--- src/rtl/wb_ram_bridge.sv ---
// Wishbone B4 classic slave to single-port byte-enabled RAM bridge.
// Absorbs the RAM's one-cycle read latency and returns one ack/err per request.
//
// Ports:
//   clk, rst (sync, active-high)
//   wb_cyc_i, wb_stb_i, wb_we_i, wb_adr_i[31:0], wb_dat_i[31:0], wb_sel_i[3:0]
//   wb_dat_o[31:0], wb_ack_o, wb_err_o
//   ram_en_o, ram_we_o, ram_addr_o[31:0], ram_wdata_o[31:0], ram_be_o[3:0]
//   ram_rdata_i[31:0] (valid one cycle after the enable edge)
//
// Optional feature macro: WB_ERR_EN
//   defined   : requests outside the window get a one-cycle wb_err_o, no RAM access
//   undefined : no hit decode; offset wraps modulo MEM_SIZE; wb_err_o tied 0
module wb_ram_bridge #(
    parameter logic [31:0] BASE_ADDR = 32'h0000_0000,
    parameter int unsigned MEM_SIZE  = 1024
) (
    input  logic        clk,
    input  logic        rst,
    input  logic        wb_cyc_i,
    input  logic        wb_stb_i,
    input  logic        wb_we_i,
    input  logic [31:0] wb_adr_i,
    input  logic [31:0] wb_dat_i,
    input  logic [3:0]  wb_sel_i,
    output logic [31:0] wb_dat_o,
    output logic        wb_ack_o,
    output logic        wb_err_o,
    output logic        ram_en_o,
    output logic        ram_we_o,
    output logic [31:0] ram_addr_o,
    output logic [31:0] ram_wdata_o,
    output logic [3:0]  ram_be_o,
    input  logic [31:0] ram_rdata_i
);

    typedef enum logic [1:0] {
        IDLE    = 2'd0,
        RD_WAIT = 2'd1,
        RESP    = 2'd2
    } state_t;

    localparam logic [31:0] WIN_MASK = 32'(MEM_SIZE - 1);
    localparam logic [31:0] OFF_MASK = WIN_MASK & ~32'd3;

    state_t      state_q, state_d;
    logic [31:0] dat_q;
    logic [31:0] offset;
    logic        req;
    logic        acc;

    assign req    = wb_cyc_i & wb_stb_i;
    assign offset = wb_adr_i - BASE_ADDR;

`ifdef WB_ERR_EN
    logic err_q, err_d;
    logic hit;

    assign hit = offset < 32'(MEM_SIZE);
    assign acc = req & hit;
`else
    assign acc = req;
`endif

    assign wb_dat_o = dat_q;

    always_comb begin
        state_d     = state_q;
`ifdef WB_ERR_EN
        err_d       = err_q;
`endif
        ram_en_o    = 1'b0;
        ram_we_o    = 1'b0;
        ram_addr_o  = 32'd0;
        ram_wdata_o = 32'd0;
        ram_be_o    = 4'd0;
        wb_ack_o    = 1'b0;
        wb_err_o    = 1'b0;
        // Reset overrides everything: no RAM strobes, no response.
        if (!rst) begin
            unique case (state_q)
                IDLE: begin
                    if (acc) begin
                        ram_en_o    = 1'b1;
                        ram_we_o    = wb_we_i;
                        ram_be_o    = wb_sel_i;
                        ram_wdata_o = wb_dat_i;
                        ram_addr_o  = offset & OFF_MASK;
                        state_d     = wb_we_i ? RESP : RD_WAIT;
`ifdef WB_ERR_EN
                        err_d       = 1'b0;
`endif
                    end
`ifdef WB_ERR_EN
                    else if (req) begin
                        err_d   = 1'b1;
                        state_d = RESP;
                    end
`endif
                end
                // Dropping cyc aborts; stb alone is not needed to finish.
                RD_WAIT: state_d = wb_cyc_i ? RESP : IDLE;
                RESP: begin
                    state_d = IDLE;
                    if (wb_cyc_i) begin
`ifdef WB_ERR_EN
                        wb_ack_o = ~err_q;
                        wb_err_o = err_q;
`else
                        wb_ack_o = 1'b1;
`endif
                    end
                end
                default: state_d = IDLE;
            endcase
        end
    end

    always_ff @(posedge clk) begin
        if (rst) begin
            state_q <= IDLE;
            dat_q   <= 32'd0;
`ifdef WB_ERR_EN
            err_q   <= 1'b0;
`endif
        end else begin
            state_q <= state_d;
`ifdef WB_ERR_EN
            err_q   <= err_d;
`endif
            // Only a read that is still live captures RAM data.
            if (state_q == RD_WAIT && wb_cyc_i) begin
                dat_q <= ram_rdata_i;
            end
        end
    end

endmodule

--- config.mk ---
export PLATFORM = sky130hd
export DESIGN_NAME = wb_ram_bridge
export DESIGN_NICKNAME = d
export VERILOG_FILES = /design/src/rtl/wb_ram_bridge.sv
export SDC_FILE = /design/constraint.sdc
export NUM_CORES = 1
export LEC_CHECK = 0
export CAP_MARGIN = 20
export CORE_AREA = 2 2 81 83
export CTS_CLUSTER_SIZE = 12
export DETAILED_ROUTE_END_ITERATION = 8
export DIE_AREA = 0 0 83 85
export DONT_BUFFER_PORTS = 1
export PLACE_DENSITY = 0.57
export SLEW_MARGIN = 20
export SYNTH_ARGS = -nofsm -noshare
export SYNTH_HDL_FRONTEND = slang
export SYNTH_SLANG_ARGS = --single-unit
--- constraint.sdc ---
create_clock -name clk -period 3 [get_ports clk]
set_clock_uncertainty 0.2 [all_clocks]
set_input_delay 0.15 -clock clk [delete_from_list [all_inputs] [get_ports clk]]
set_output_delay 0.15 -clock clk [all_outputs]
set_load 0.02 [all_outputs]
==> After elaboration in Yosys (flattened, before gate mapping) <==
Index checks and enable logic that the tools add are counted.
W data, S select, Z words.
{ "classes": {"eq_ne": 3, "muxes": 22, "bitwise": 1, "n_reduce_logical": 2} }
{ "op_table": {"columns": ["cell", "n"], "rows": [
  ["$mux W32", 3],
  ["$mux W10", 3],
  ["$mux W4", 3],
  ["$mux W1", 9],
  ["$mux W2", 3],
  ["$pmux W2 S2", 1],
  ["$eq A2 B1 Y1 const B", 1],
  ["$eq A2 B2 Y1 const B", 1],
  ["$logic_not A2 Y1", 1],
  ["$ne A2 B2 Y1 const B", 1],
  ["$and A1 B1 Y1", 1],
  ["$logic_and A1 B1 Y1", 1]
]} }
{ "totals": {"reg_bits": 34, "out_inout_bits": 104, "wordCells": 30} }

==> Longest topological paths before layout <==
{ "logic_depth": {"word_depth": 4, "ltp_mapped": 4, "depth_no_buf": 2} }

==> Worst setup path before layout <==
Ideal clock, no wire load.
{ "synth_timing": {"path_kind": "register -> output", "start": "reg state_q[0]", "end": "out ram_addr_o[2]", "arrival_ns": 1.483, "setup_slack_ns": 1.167, "path_stages_with_launch": 4, "n_path_buf": 1, "path_cell_list": "dfxtp_1 or4b_4 buf_2 nor3_1"} }
{ "synth_between": {"elab_chain_len": 3} }
{ "synth_lines": {"columns": ["item", "line_no", "text"], "rows": [
  ["from (decl)", "46", "state_t state_q, state_d;"],
  ["from (signal assigned)", "127", "state_q <= state_d;"],
  ["$logic_not A2 Y1", "81", "unique case (state_q)"],
  ["$mux W10", "81", null],
  ["$mux W10", "80", "if (!rst) begin"],
  ["to (decl)", "31", "output logic [31:0] ram_addr_o,"]
]} }
No other way between the ends.

==> Worst setup path after layout <==
{ "layout_timing": {"start": "reg state_q[0]", "end": "out ram_wdata_o[25]"} }
{ "layout_between": {"elab_chain_len": 3} }
{ "layout_lines": {"columns": ["item", "line_no", "text"], "rows": [
  ["$logic_not A2 Y1", "81", null],
  ["$mux W32", "81", null],
  ["$mux W32", "80", null],
  ["to (decl)", "32", "output logic [31:0] ram_wdata_o,"]
]} }
No other way between the ends.

==> results.cfg <==
[setup_path]
crit_path_start = state_q[0]
rrSetupSlack_ns = 1.28
criticalPathCategory = register to output port
cp-start-kind = register
worstPathMaxFanout = 47
crit_path_end_kind = output port
cp_data_required_time_ns = 2.65
reg2reg_from = state_q[0]
cp.arrival_ns = 2.09

[route]
drtIter0Drc = 35
drtPass1Iterations = 3
wl_mm = 5.29
wl_met3_microns = 542
route.met2.wl_mm = 2.76
vias = 1721
post_drt_wl_per_cell_microns = 14.2
vias_per_cell = 4.60
wl_met1_mm = 1.95
top_layer = met4
drc = 0
ant_nets = 0

[power_and_ir_drop]
p_per_area_nw_per_um2 = 369
p_total_mw = 0.975
power_leakage_nw = 1.07
max-vdd-ir-drop_uv = 350

[clock_network]
cts_buffers = 5
cts.sinks = 34
h-tree-depth = 2
clkTransAtPathRegs_ns = 0.07
cts_setup_buffers = 0
cts_tree = built
clk_path_buf_depth = 2
root_buffer = clkbuf_8
insertion_delay_ns = 0.27

[finish]
most-common-layout-cells = 64 x nand2b_1, 45 x inv_1, 34 x dlygate4sd3_1, 34 x dfxtp_1, 32 x mux2i_1
nNetsFinal = 401
layout-drive-gt1-share_pct = 13.9
mostFrequentLayoutCell = nand2b_1
fillers = 612
area_delta_synth_final_pct = 14.4

[floorplan]
rows = 29
coreArea_sq_um = 6200
start_util_pct = 37.3
die_w_microns = 83
die-area_sq_um = 7060
pin_count = 209
die-height_microns = 85

[place]
hpwlAfterDp_mm = 3.68
routabilityCongestion = 0.710
portBuffers = 0

[synth]
ys_seq_area_share_pct = 29.4
yosys_warnings = 0
syn_area_sq_um = 2310
synth_area_per_cell_sq_um = 8.41
syn_inst = 275
synth_cell_type_count = 17
ys_seq_elements = 34

[timing]
finalCritPeriodShare_pct = 81.4
tightest_slew_ns = 1.03
hold_violations = 0
finalMaxSlewViolations = 0
setup_viol = 0
rsz0062_at_grt = false
slew_headroom_pct = 30.2
hold_ws_ns = 0.0885
tns_ns = 0
fmax_ghz = 0.410
period_needed_ns = 2.44

[global_route]
grt_max_degree = 66
antenna_found_initial = 1
grt_use_total_pct = 14.7
overflow = 0
grt_first_pass_wirelength_mm = 8.40
grt_pass1_vias = 1725

[run_status]
status = completed

[min_path]
hp-start = rst
hold_class = input pin to register

[run]
maxCapViolCount = 0
[stage by stage]
stage | instances | utilization [%] | instance area (sq um) | worst slack, ns
3_3_place_gp | 331 | 35.5 | 2200 | 0.849
6_report | 374 | 42.6 | 2650 | 0.559
4_1_cts | 373 | 42.6 | 2640 | 0.546
2_1_floorplan | 299 | - | 2400 | 1.17
5_1_grt | 373 | 42.6 | 2640 | 0.458
3_5_place_dp | 331 | 35.5 | 2200 | 0.854
[synthesized netlist by cell type]
cell,number,area (sq um)
buf_6,4,45.0
and3b_1,1,8.76
buf_2,6,30.0
or4b_4,1,13.8
inv_1,46,173
clkbuf_1,11,41.3
nor3_2,30,300
a21oi_1,1,5.00
mux2i_1,32,320
nor3_1,16,80.1
nand2b_1,64,400
nor2_1,1,3.75
buf_4,25,188
nor4b_1,1,8.76
dfxtp_1,34,681
nor4bb_1,1,10.0
conb_1,1,3.75
[repair_timing]
action                                 4_1_cts  5_1_grt
endpoints found under the hold margin       34        0
hold buffers                                35        0
gates resized for setup                      0        0
[report_power, final]
| part | leakage, nW | switching, mW | internal (mW) |
|---|---|---|---|
| clock network | 0.0373 | 0.159 | 0.159 |
| registers | 0.274 | 0.0105 | 0.457 |
| logic | 0.762 | 0.120 | 0.0701 |
[critical path, cell delays in order, from the launching register on]
cell and delay [ns]:
dfxtp_1 0.33, or4b_4 0.83, nor3_1 0.64
[worst paths after layout]
kind,endpoint,cells after the start
max,ram_wdata_o[25],2
min,wb_dat_o[5],3
max reg2reg,wb_dat_o[21],3
min reg2reg,wb_dat_o[17],2
[flip-flops by register name, indices dropped and copies added, names as in the netlist]
signal    count
state_q       2
wb_dat_o     32
[final cells by class]
type / instances / area, sq um / area share, %
well taps: 77 / 96.3 / 3.64
flip-flops and latches: 34 / 681 / 25.7
inverters: 46 / 173 / 6.52
clock inverters: 1 / 7.51 / 0.284
clock buffers: 6 / 72.6 / 2.74
multi-input cells: 173 / 1250 / 47.1
repair buffers: 36 / 368 / 13.9
diodes: 1 / 2.50 / 0.0946
[kinds of logic (layout without fill, tap and decap cells)]
group           Yosys count  after routing  share of synthesized area, %
compound gates            1              1                         0.216
buf+inv                  92             89                          20.6
flops                    34             34                          29.4
mux                      32             32                          13.9
other cells               1             26                         0.162
simple gates            115            115                          35.7
[metal layers]
layer  track usage, %  vias to the layer above
met5                0                        -
met4             3.13                        0
met3             6.91                        5
met2             27.2                      105
met1             15.3                      767
li1                 -                      844
No activity file was read; power rests on OpenSTA's default activity.
